<file path="config.mk">
export PLATFORM = sky130hd
export DESIGN_NAME = clk_fwd_ctrl
export DESIGN_NICKNAME = d
export VERILOG_FILES = /design/src/rtl/clk_fwd_pkg.sv /design/src/rtl/sync_2ff.sv /design/src/rtl/clk_fwd_ctrl.sv
export SDC_FILE = /design/constraint.sdc
export NUM_CORES = 1
export LEC_CHECK = 0
export ABC_AREA = 1
export CAP_MARGIN = 0
export CORE_ASPECT_RATIO = 1.2
export CORE_UTILIZATION = 59
export CTS_CLUSTER_SIZE = 40
export DETAILED_ROUTE_END_ITERATION = 10
export PLACE_DENSITY_LB_ADDON = 0.05
export SLEW_MARGIN = 20
export SYNTH_ARGS = -nofsm -noshare
export SYNTH_HDL_FRONTEND = slang
export SYNTH_HIERARCHICAL = 1
export SYNTH_SLANG_ARGS = --single-unit
export TNS_END_PERCENT = 50
</file>
<file path="constraint.sdc">
create_clock -name clk -period 2.4 [get_ports clk]
set_clock_uncertainty 0.2 [all_clocks]
set_input_delay 0.24 -clock clk [delete_from_list [all_inputs] [get_ports clk]]
set_output_delay 0.24 -clock clk [all_outputs]
set_load 0.02 [all_outputs]
</file>
<file path="src/rtl/clk_fwd_pkg.sv">
// Shared state type and default sizing for the debug clock-forwarding sequencer.
package clk_fwd_pkg;
  typedef enum logic [1:0] {
    IDLE      = 2'd0,
    WAIT_LOCK = 2'd1,
    RUN       = 2'd2,
    DRAIN     = 2'd3
  } fwd_state_t;

  localparam int DIV_W_DEF     = 4;
  localparam int LOCK_WAIT_DEF = 1024;
  localparam int CW_DEF        = 11;
endpackage

</file>
<file path="src/rtl/sync_2ff.sv">
// Two-flop single-bit synchronizer with asynchronous active-low reset.
module sync_2ff (
  input  logic clk,
  input  logic rst,
  input  logic d,
  output logic q
);
  logic meta_p0, sync_p1;

  always_ff @(posedge clk or negedge rst) begin
    if (!rst) begin
      meta_p0 <= 1'b0;
      sync_p1 <= 1'b0;
    end else begin
      meta_p0 <= d;
      sync_p1 <= meta_p0;
    end
  end

  assign q = sync_p1;
endmodule

</file>
<file path="src/rtl/clk_fwd_ctrl.sv">
// Debug differential clock forwarding sequencer driving ODDR d1/d2/ce.
// Define CLK_FWD_LOSS_CNT_EN to add the saturating lock_loss_cnt output.
module clk_fwd_ctrl
  import clk_fwd_pkg::*;
#(
  parameter int LOCK_WAIT = LOCK_WAIT_DEF,
  parameter int DIV_W     = DIV_W_DEF,
  parameter int CW        = CW_DEF
) (
  input  logic             clk,
  input  logic             rst,
  input  logic             locked,
  input  logic             fwd_en,
  input  logic [DIV_W-1:0] div_sel,
  input  logic             clr_lock_lost,
  output logic             oddr_d1,
  output logic             oddr_d2,
  output logic             oddr_ce,
  output logic             fwd_active,
`ifdef CLK_FWD_LOSS_CNT_EN
  output logic [7:0]       lock_loss_cnt,
`endif
  output logic             lock_lost
);
  localparam int HW = DIV_W + 1;

  fwd_state_t    state;
  logic          lock_s;
  logic [CW-1:0] lock_cnt;
  logic [HW-1:0] h, n_cur, n_use, h_nxt;
  logic [HW:0]   h_p2;
  logic          d1_nxt, d2_nxt, lost_evt, stop;

  function automatic logic half_hi(input logic [HW-1:0] idx, input logic [HW-1:0] n);
    return idx < n;
  endfunction

  sync_2ff u_lock_sync (
    .clk (clk),
    .rst (rst),
    .d   (locked),
    .q   (lock_s)
  );

  // h is the next even half-cycle to emit; h == 0 marks a period boundary where N is re-latched
  always_comb begin
    n_use    = (h == '0) ? (HW'(div_sel) + HW'(1)) : n_cur;
    h_p2     = {1'b0, h} + (HW+1)'(2);
    h_nxt    = (h_p2 == {n_use, 1'b0}) ? '0 : h_p2[HW-1:0];
    d1_nxt   = half_hi(h, n_use);
    d2_nxt   = half_hi(h + HW'(1), n_use);
    lost_evt = ((state == RUN) || (state == DRAIN)) && !lock_s;
    stop     = (state == DRAIN) || !fwd_en;
  end

  always_ff @(posedge clk or negedge rst) begin
    if (!rst) begin
      state      <= IDLE;
      lock_cnt   <= '0;
      h          <= '0;
      n_cur      <= '0;
      oddr_d1    <= 1'b0;
      oddr_d2    <= 1'b0;
      oddr_ce    <= 1'b0;
      fwd_active <= 1'b0;
      lock_lost  <= 1'b0;
    end else begin
      oddr_d1    <= 1'b0;
      oddr_d2    <= 1'b0;
      oddr_ce    <= 1'b0;
      fwd_active <= 1'b0;
      if (lost_evt)
        lock_lost <= 1'b1;
      else if (clr_lock_lost)
        lock_lost <= 1'b0;

      case (state)
        IDLE: begin
          h <= '0;
          if (fwd_en) begin
            state    <= WAIT_LOCK;
            lock_cnt <= '0;
          end
        end
        WAIT_LOCK: begin
          if (!fwd_en) begin
            state    <= IDLE;
            lock_cnt <= '0;
          end else if (!lock_s) begin
            lock_cnt <= '0;
          end else if (lock_cnt == CW'(LOCK_WAIT - 1)) begin
            state      <= RUN;
            lock_cnt   <= '0;
            oddr_ce    <= 1'b1;
            fwd_active <= 1'b1;
            oddr_d1    <= d1_nxt;
            oddr_d2    <= d2_nxt;
            h          <= h_nxt;
            n_cur      <= n_use;
          end else begin
            lock_cnt <= lock_cnt + 1'b1;
          end
        end
        default: begin
          // Lock loss beats a falling fwd_en: stop immediately rather than drain
          if (lost_evt) begin
            state    <= fwd_en ? WAIT_LOCK : IDLE;
            h        <= '0;
            lock_cnt <= '0;
          end else if (stop && (h == '0)) begin
            state <= IDLE;
          end else begin
            state      <= stop ? DRAIN : RUN;
            oddr_ce    <= 1'b1;
            fwd_active <= !stop;
            oddr_d1    <= d1_nxt;
            oddr_d2    <= d2_nxt;
            h          <= h_nxt;
            n_cur      <= n_use;
          end
        end
      endcase
    end
  end

`ifdef CLK_FWD_LOSS_CNT_EN
  always_ff @(posedge clk or negedge rst) begin
    if (!rst)
      lock_loss_cnt <= '0;
    else if (lost_evt) begin
      if (lock_loss_cnt != 8'hFF)
        lock_loss_cnt <= lock_loss_cnt + 8'd1;
    end else if (clr_lock_lost)
      lock_loss_cnt <= '0;
  end
`endif
endmodule

</file>
# [Word level (Yosys, flattened, before mapping)]
# Index checks and enable logic that the tools add are counted.
[word_totals] regBits=30 latch_bits=0 ram_bits=0 mem_bits_ro=0 in_bits=9 elab_cells=99 memories=0
[classes] addsub=4 n_mul=0 n_div=0 magnitude_cmp=2 n_eq_ne=14 shift=0 muxes=52 bitwise_logic=1 n_reduce_logical=15
[ops] operator="5-bit 2-to-1 mux" count=12
[ops] operator="11-bit 2-to-1 mux" count=5
[ops] operator="11-bit case mux with 2 select lines" count=1
[ops] operator="1-bit 2-to-1 mux" count=21
[ops] operator="5-bit case mux with 2 select lines" count=2
[ops] operator="2-bit 2-to-1 mux" count=6
[ops] operator="11-bit by 1-bit adder with 11-bit output, second input constant" count=1
[ops] operator="11-bit by 10-bit == test with 1-bit output, second input constant" count=1
[ops] operator="5-bit < comparator" count=2
[ops] operator="1-bit case mux with 2 select lines" count=4
[ops] operator="5-bit by 2-bit adder with 6-bit output, second input constant" count=1
[ops] operator="6-bit == test" count=1
[ops] operator="2-bit by 1-bit inequality test with 1-bit output, second input constant" count=3
[ops] operator="2-bit inequality test, second input constant" count=3
[ops] operator="6-bit AND reduction" count=1
[ops] operator="4-bit by 1-bit adder with 5-bit output, second input constant" count=1
[ops] operator="5-bit by 1-bit adder with 5-bit output, second input constant" count=1
[ops] operator="5-bit zero test" count=1
[ops] operator="2-bit == test, second input constant" count=2
[ops] operator="4-bit by 2-bit inequality test with 1-bit output, second input constant" count=1
[ops] operator="2-bit case mux with 2 select lines" count=1
[ops] operator="4-bit AND reduction" count=1
[ops] operator="1-bit zero test" count=3
[ops] operator="3-bit by 2-bit inequality test with 1-bit output, second input constant" count=1
[ops] operator="10 further kinds" count=12

# [Logic depth before layout (Yosys ltp)]
# Gate-level depths: netlist (run 1).
[logic_depth] ltp_word=8 depth_mapped=14 ltp_nobuf=13

# [Hierarchy]
# Netlist (run 1), hierarchy kept.
[by_module_without_submodules] module="clk_fwd_ctrl" instances=1 cells_each=289 area_per_inst_um2=2064.5 seq_area_each_um2=700.7
[by_module_without_submodules] module="sync_2ff" instances=1 cells_each=2 area_per_inst_um2=50.0 seq_area_each_um2=50.0

# [Least setup slack after synthesis (run 1)]
# No wires, ideal clock.
[synth_path] path_kind="register to register" startpoint="register h[1]" endpoint="register oddr_d2" t_arrival_ns=1.785 t_required_ns=2.087 setup_slack_ns=0.302 stages_incl_launch_ff=15 path_buffers=1 path_cell_list="dfrtp_1 -> inv_1 -> ha_1 -> inv_2 -> nor2_4 -> nand2_4 -> buf_12 -> nand2_4 -> nand2_1 -> ha_1 -> nand2_1 -> nand3b_1 -> nand3b_1 -> nand2_1 -> inv_1"
[synth_via] elab_chain_len=7 word_cells_on_any_way=11 classes_between="add/sub (1); order compare (1); mux (7); reduce/logical (2)"
[synth_rtl] item="from (decl)" line_no="clk_fwd_ctrl.sv:30" source="logic [HW-1:0] h, n_cur, n_use, h_nxt;"
[synth_rtl] item="from (signal assigned)" line_no="clk_fwd_ctrl.sv:98" source="h <= h_nxt;"
[synth_rtl] item="from (signal assigned)" line_no="clk_fwd_ctrl.sv:118" source="h <= h_nxt;"
[synth_rtl] item="branches (longest 6 deep; another with 5-bit by 1-bit adder with 5-bit output)"
[synth_rtl] item="1-bit case mux with 2 select lines (*)" line_no="clk_fwd_ctrl.sv:77" source="case (state)"
[synth_rtl] item="to (signal assigned)" line_no="clk_fwd_ctrl.sv:97" source="oddr_d2 <= d2_nxt;"
[synth_rtl] item="to (signal assigned)" line_no="clk_fwd_ctrl.sv:117" source="oddr_d2 <= d2_nxt;"
[synth_rtl] item="to (decl)" line_no="clk_fwd_ctrl.sv:17" source="output logic oddr_d2,"
# Every way passes the cells marked *.
# A chain may end at the register's enable or synchronous reset.

# [Worst setup path after layout (run 1)]
[layout_path] startpoint="register h[0]" endpoint="register oddr_d2"
# The elaborated chain is that of the path after synthesis.

==> parameters.txt, run 1 <==
Parameter                              Value

Global routing
  Initial antenna violation count ... 0
  Final global-route overflow total ... 0
  Number of global-route vias before repair ... ~1,700
  Pin count of the biggest net entering global routing ... 31
  First-pass GRT wire length ... ~7600 µm
  Combined global-route utilization of all metal layers ... a little over a quarter

STA
  Final hold vios ... 0
  Worst hold margin ... around 0.14 ns
  Number of max-slew violations in the final report ... 0
  Min Tclk post-route ... 2.23 ns
  Final worst-path cycle share ... 92.8%
  Final setup violating endpoints ... 0
  Slew at the pin closest to its max-slew limit ... 0.470 ns
  Setup TNS ... 0 ns
  Max Clock Freq ... 449 MHz
  Slew Limit Headroom ... 68.7%

Synth
  Cell types with the largest area share after synthesis ... dfrtp_1, nand2_1, nand3_1
  Synth warn ... 6
  Avg Synthesized Cell Area ... between 7 and 8 µm²
  Post-synthesis cell count ... 291
  Synth Register Bits ... 30
  Synthesized netlist net count ... 306
  Synth top area share ... a little over a third
  Number of unique standard cell types used by synthesis ... 33
  Sequential share of the synthesized area ... approximately 36%
  Post-Synthesis Cell Area ... around 2100 µm²
  Yosys top cell by area ... dfrtp_1

Worst setup path
  Cell type of the slowest stage on the worst timing path ... dfrtp_1
  Dominant cell type by count on the critical path ... nand2_1
  Worst setup path startpoint ... h[0]
  CP required ... around 2.4 ns
  Worst path buffer plus inverter count ... 3
  Reg-to-reg startpoint ... h[0]
  Kind of cell adding the most delay to the critical path ... simple AND/OR/NAND/NOR gates
  Critical Path Start Type ... flop
  Highest fanout seen on the critical path ... 12
  Crit path arrival time ... 2.20 ns
  Highest cell delay on the worst timing path ... 0.45 ns
  Critical-path cell list ... inv_2, ha_1, inv_2, nor2_4, nand2_8, nand2_4, nand2_1, ha_1, nand2_1, nand3b_1, nand3b_1, nand2_1, inv_1
  Critical path class ... reg2reg
  Slack of the worst reg-to-reg path ... ~0.17 ns
  Capturing element type of the critical path ... flop

Placement
  Port Buffers ... 13
  Number of placed instances, taps included ... roughly 340
  Routability congestion estimate ... between 0.9 and 1
  DP Wirelength ... 3340 µm

Floorplan
  Width of the die ... ~57 µm
  Starting density of the core ... a little over three fifths
  Placement Rows ... 23
  Number of top-level design ports ... 14
  Core area ... ~3400 µm²
  Total Die Area ... approximately 3800 µm²
  Die height ... slightly below 70 µm

Detailed routing
  Detailed-route wire length per cell ... ~13 µm
  Drc violations ... 0
  Total detailed-routing wirelength ... 4360 µm
  DRT antenna net count ... 0
  Initial detailed-routing violation count ... 83
  Via density per instance ... between 5 and 6
  DR vias ... approximately 1,900
  Number of iterations in the first detailed-routing pass ... 4

Final layout
  Share of post-route cells with drive strength above 1 ... around an eighth
  Area Overhead vs Synth ... 11.5%
  Final layout net count ... roughly 330
  Number of standard cells in the final layout excluding fillers ... approximately 350
  Antenna diode count ... 0
  Count of filler cells inserted in the layout ... roughly 290

Power and ir drop
  Switching part of the total power ... approximately 48%
  Clock group share of total power ... between 15 and 20%
  Internal portion of total power ... 1340 µW
  Proportion of power drawn by combinational gates ... 56.9%
  Peak ir drop on the vdd network ... between 900 and 1000 µV
  Areal power density over the cells ... about 1100 nW/µm²
  Part of the total power dissipated in sequential elements ... roughly 28%
  Net switching power ... ~1200 µW
  Leakage power ... 0.00119 µW

Flow run
  Total of max-cap violations ... 0

Run status
  Outcome ... finished, final reports clean

Clock network
  Htree depth ... 2
  CTS root buffer ... clkbuf_8
  CTS Hold Buffers Added ... 0
  Number of CTS-inserted buffers ... 5
  CTS tree ... built
  Latest clock arrival within the worst-skew pair ... about 0.28 ns
  Num Clock Sinks ... 30
  Maximum root-to-sink buffer count ... 2
  Clock-pin slew reported for the worst setup and hold paths after clock tree synthesis ... 0.06 ns

Min path
  Worst hold path class ... in2async
==> power groups by stage <==
stage	clock, µW	sequential [µW]	combinational, µW
floorplan	0	692	1210
global placement	0	724	1410
detailed placement	0	726	1420
CTS	409	719	1430
global route	423	734	1670
finish	395	721	1470
==> kinds of logic after synthesis <==
logic type,share of synthesized area (%)
compound gates,8.11
xor+xnor,3.31
fa+ha+maj,3.55
buf+inv,10.0
flops,35.5
simple gates,39.5
==> stage by stage <==
stage	total power [µW]	utilization (%)	worst slack (ns)	area (µm²)
after floorplan	1900	-	0.302	2110
after global placement	2130	67.1	0.215	2260
after detailed placement	2150	67.1	0.193	2260
after CTS	2550	69.5	0.180	2340
after global routing	2830	70.0	-0.0119	2360
final	2590	70.0	0.172	2360
==> layout make-up <==
class	count	area (µm²)	area share [%]
multi-input combinational	214	1160	49.3
sequential	30	751	31.8
inverter	43	164	6.95
timing repair buffer	16	153	6.48
clock buffer	6	82.6	3.50
tap	37	46.3	1.96
==> sequential cells by signal (all words and copies together) (netlist names) <==
signal,cells
oddr_d1,1
u_lock_sync/meta_p0,1
oddr_ce,1
lock_cnt,11
state,2
n_cur,5
oddr_d2,1
fwd_active,1
h,5
u_lock_sync/q,1
lock_lost,1
==> metal layers <==
layer	track usage (%)	wire, µm	vias to the layer above
met1	31.0	1930	836
met2	43.2	2060	53
met5	0	0	-
li1	-	-	967
met3	5.17	160	16
met4	17.4	204	0
==> cell usage after synthesis (all sizes together) <==
| cell | number |
|---|---|
| inv | 43 |
| nand2b | 1 |
| nand4 | 5 |
| o21ai | 15 |
| o22ai | 3 |
| a21oi | 4 |
| o21a | 1 |
| xor2 | 5 |
| nor2 | 36 |
| nand3 | 34 |
| a31oi | 2 |
| ha | 6 |
| nor3 | 2 |
| nor3b | 1 |
| nand3b | 3 |
| xnor2 | 3 |
| buf | 4 |
| nor4 | 1 |
| dfrtp | 30 |
| o211ai | 1 |
| nand2 | 87 |
| o21bai | 4 |
==> layout by cell type, fill, tap and decap left out, drive strengths merged <==
master / netlist / final
clkbuf: 0 / 6
buf: 4 / 3
nand2: 87 / 87
nand4: 5 / 5
a31oi: 2 / 2
ha: 6 / 6
o21bai: 4 / 4
o21a: 1 / 1
clkdlybuf4s50: 0 / 13
nor3b: 1 / 1
xnor2: 3 / 3
nand2b: 1 / 1
a21oi: 4 / 4
o211ai: 1 / 1
o22ai: 3 / 3
xor2: 5 / 5
dfrtp: 30 / 30
nor4: 1 / 1
nand3b: 3 / 3
o21ai: 15 / 15
nand3: 34 / 34
nor2: 36 / 36
nor3: 2 / 2
inv: 43 / 43
==> timing repair <==
item                                    4_1_cts  5_1_grt
gates resized for setup                       0        2
endpoints found under the setup margin        0        1
endpoints found under the hold margin         0        0
buffers inserted                              0        1
==> final timing paths <==
check,to,cells past startpoint
max,oddr_d2,13
min,lock_lost,2
min reg2reg,u_lock_sync/q,0
max reg2reg,oddr_d2,13
min in group clk,u_lock_sync/q,0
max in group asynchronous,n_cur[1],2
Note: power is estimated with default switching activity, not from simulation.
==> inputs of run 2 (changes only) <==
--- a/config.mk
+++ b/config.mk
@@ -17,4 +17,3 @@
 export SYNTH_HDL_FRONTEND = slang
 export SYNTH_HIERARCHICAL = 1
 export SYNTH_SLANG_ARGS = --single-unit
-export TNS_END_PERCENT = 50
==> results of run 2 <==
Same layout as run 1: the final DEF is identical, and so are final timing and power.
==> inputs of run 3 (changes only) <==
--- a/config.mk
+++ b/config.mk
@@ -8,7 +8,7 @@
 export ABC_AREA = 1
 export CAP_MARGIN = 0
 export CORE_ASPECT_RATIO = 1.2
-export CORE_UTILIZATION = 59
+export CORE_UTILIZATION = 43
 export CTS_CLUSTER_SIZE = 40
 export DETAILED_ROUTE_END_ITERATION = 10
 export PLACE_DENSITY_LB_ADDON = 0.05
==> run 3 against run 2 <==
Net effect:
- register-to-register slack about the same
- combinational power barely moved
- first-iteration DRC count grew 34%
- fmax increased by 0.40%
- non-clock buffer count did not move
- hold slack better by 0.015 ns
- sequential power barely moved
- cell area rose by 1.6%
- critical path type unchanged
- critical endpoint unchanged
- largest cell class unchanged
==> parameters.txt, run 3 (synthesis gave the netlist of run 1 again) <==
Parameter                              Value

STA
  Slew at the pin closest to its max-slew limit ... 0.470 ns (about the same)
  Final hold vios ... 0 (unchanged)
  Number of max-slew violations in the final report ... 0 (unchanged)
  Final setup violating endpoints ... 0 (unchanged)
  Final worst-path cycle share ... 92.4% (was 92.8%)
  Slack of the critical path ... 0.181 ns (was 0.172 ns)
  Slew Limit Headroom ... 68.6% (was 68.7%)
  Min Tclk post-route ... 2.22 ns (was 2.23 ns)
  Max Clock Freq ... 451 MHz (was 449 MHz)
  Setup TNS ... 0 ns (unchanged)
  Setup repair after global routing missed its margin ... no

Clock network
  Clock-pin slew reported for the worst setup and hold paths after clock tree synthesis ... 0.06 ns (about the same)
  Latest clock arrival within the worst-skew pair ... 0.28 ns (about the same)
  Maximum root-to-sink buffer count ... 2 (unchanged)
  CTS Hold Buffers Added ... 0 (unchanged)
  CTS tree ... built (unchanged)
  CTS root buffer ... clkbuf_8 (unchanged)
  Number of CTS-inserted buffers ... 5 (unchanged)
  Num Clock Sinks ... 30 (unchanged)
  Htree depth ... 2 (unchanged)

Worst setup path
  Slack of the worst reg-to-reg path ... 0.18 ns (was 0.17 ns)
  Number of cells on the worst reg-to-reg path ... 13 (unchanged)
  Crit path arrival time ... 2.19 ns (was 2.20 ns)
  Critical-path cell list ... inv_2, ha_2, inv_2, nor2_4, nand2_8, nand2_4, nand2_1, ha_1, nand2_1, nand3b_1, nand3b_1, nand2_1, inv_1 (was inv_2, ha_1, inv_2, nor2_4, nand2_8, nand2_4, nand2_1, ha_1, nand2_1, nand3b_1, nand3b_1, nand2_1, inv_1)
  RR Endpoint ... oddr_d2 (unchanged)
  Cell type of the slowest stage on the worst timing path ... dfrtp_2 (was dfrtp_1)
  Highest fanout seen on the critical path ... 12 (unchanged)
  Highest cell delay on the worst timing path ... 0.45 ns (about the same)
  Reg-to-reg startpoint ... h[0] (unchanged)
  Capturing element type of the critical path ... flop (unchanged)
  Critical Path Start Type ... flop (unchanged)
  Critical path class ... reg2reg (unchanged)
  Dominant cell type by count on the critical path ... nand2_1 (unchanged)
  CP required ... 2.38 ns (was 2.37 ns)

Global routing
  Number of global-route vias before repair ... 1,798 (was 1,725)
  Pin count of the biggest net entering global routing ... 31 (unchanged)
  Initial antenna violation count ... 0 (unchanged)
  First-pass GRT wire length ... 7890 µm (was 7560 µm)
  Final global-route overflow total ... 0 (unchanged)
  Combined global-route utilization of all metal layers ... 20.0% (was 26.2%)

Detailed routing
  Drc violations ... 0 (unchanged)
  Total detailed-routing wirelength ... 4560 µm (was 4360 µm)
  DR vias ... 1,830 (was 1,872)
  DRT antenna net count ... 0 (unchanged)
  Number of iterations in the first detailed-routing pass ... 4 (unchanged)
  Via density per instance ... 4.96 (was 5.41)
  Initial detailed-routing violation count ... 111 (was 83)
  Detailed-route wire length per cell ... 12.3 µm (was 12.6 µm)

Placement
  DP Wirelength ... 3550 µm (was 3340 µm)
  Placed Area ... 2280 µm² (was 2260 µm²)
  Routability congestion estimate ... 0.873 (was 0.923)
  Port Buffers ... 13 (unchanged)
  Dpl ws ... 0.130 ns (was 0.193 ns)

Power and ir drop
  Peak ir drop on the vdd network ... 672 µV (was 926 µV)
  Internal portion of total power ... 1350 µW (was 1340 µW)
  Part of the total power dissipated in sequential elements ... 27.5% (was 27.9%)
  Areal power density over the cells ... 1090 nW/µm² (was 1100 nW/µm²)
  Net switching power ... 1270 µW (was 1250 µW)
  Switching part of the total power ... 48.4% (was 48.3%)
  Proportion of power drawn by combinational gates ... 56.5% (was 56.9%)
  Clock group share of total power ... 15.9% (was 15.3%)
  Leakage power ... 0.00120 µW (was 0.00119 µW)

Run status
  Outcome ... finished, final reports clean (unchanged)

Floorplan
  Number of top-level design ports ... 14 (unchanged)
  Placement Rows ... 27 (was 23)
  Total Die Area ... 5200 µm² (was 3830 µm²)
  Starting density of the core ... 45.4% (was 62.8%)
  Die height ... 78.8 µm (was 67.6 µm)
  Width of the die ... 66.0 µm (was 56.7 µm)
  Core area ... 4660 µm² (was 3370 µm²)

Final layout
  Most common cell after layout, fill and taps aside ... nand2_1 (unchanged)
  Leading cell types in the layout, fill and taps excluded ... nand2_1, inv_1, nand3_1, nor2_1, dfrtp_1 (was nand2_1, inv_1, dfrtp_1)
  Area Overhead vs Synth ... 13.3% (was 11.5%)
  Antenna diode count ... 0 (unchanged)
  Final layout net count ... 325 (unchanged)
  Final std cell area, no fill ... 2400 µm² (was 2360 µm²)
  Share of post-route cells with drive strength above 1 ... 12.5% (was 11.7%)
  Register bank with the most flops ... lock_cnt (unchanged)
  Biggest registers after layout ... lock_cnt (11), h (5), n_cur (5) (unchanged)
  Largest register FFs ... 11 (unchanged)

Flow run
  Total of max-cap violations ... 0 (unchanged)

Min path
  Worst hold path class ... in2async (unchanged)
[run 3: changes by cell type in the layout (fill, tap and decap cells not counted)]
cell and delta:
clkbuf_1 +1, clkinv_2 +1, dfrtp_1 -1, dfrtp_2 +1, ha_1 -1, ha_2 +1
[run 3: power groups by stage]
| stage | clock [µW] | sequential (µW) | combinational [µW] |
|---|---|---|---|
| 2_1_floorplan | 0 | 692 | 1210 |
| 3_3_place_gp | 0 | 730 | 1450 |
| 3_5_place_dp | 0 | 725 | 1460 |
| 4_1_cts | 430 | 720 | 1460 |
| 5_1_grt | 460 | 733 | 1700 |
| 6_report | 417 | 720 | 1480 |
[run 3: repair_timing]
item | CTS | global route
endpoints found under the setup margin | 0 | 4
gates resized for setup | 0 | 4
setup buffers | 0 | 1
[run 3: cell type report]
| cell class | instances | area, µm² |
|---|---|---|
| Inverter | 43 | 164 |
| Multi-Input combinational cell | 214 | 1160 |
| Tap cell | 58 | 72.6 |
| Fill cell | 472 | 2270 |
| Sequential cell | 30 | 752 |
| Clock buffer | 7 | 86.3 |
| Clock inverter | 1 | 5.00 |
| Timing Repair Buffer | 16 | 153 |
[run 3: critical path: cells and delay by family, from the launching register on]
family / cells / cell delay, ns
fa+ha+maj: 2 / 0.50
buf+inv: 3 / 0.17
simple gates: 8 / 0.80
flops: 1 / 0.45
[run 3: metrics by stage]
stage / util [%] / cells / hold WS [ns] / power, µW
6_report: 51.4 / 369 / 0.158 / 2620
5_1_grt: 51.4 / 369 / 0.171 / 2890
4_1_cts: 51.0 / 368 / 0.165 / 2610
3_5_place_dp: 49.0 / 360 / 0.142 / 2180
3_3_place_gp: 49.0 / 360 / 0.149 / 2180
2_1_floorplan: - / 291 / -0.256 / 1900
[run 3: worst max path at each step]
stage	start	to	slack, ns
CTS	h[0]	oddr_d2	0.11
finish	h[0]	oddr_d2	0.18
detailed placement	h[0]	oddr_d2	0.13
floorplan	h[1]	oddr_d2	0.30
global route	h[0]	oddr_d2	0.02
global placement	h[0]	oddr_d2	0.17
[run 3: routing by layer]
| metal | up-vias | GRT usage, % | part of all wire [%] |
|---|---|---|---|
| met5 | - | 0 | 0 |
| met4 | 0 | 9.57 | 2.7 |
| met3 | 10 | 4.02 | 3.1 |
| met2 | 32 | 33.7 | 48 |
| met1 | 822 | 23.9 | 46 |
| li1 | 966 | - | - |
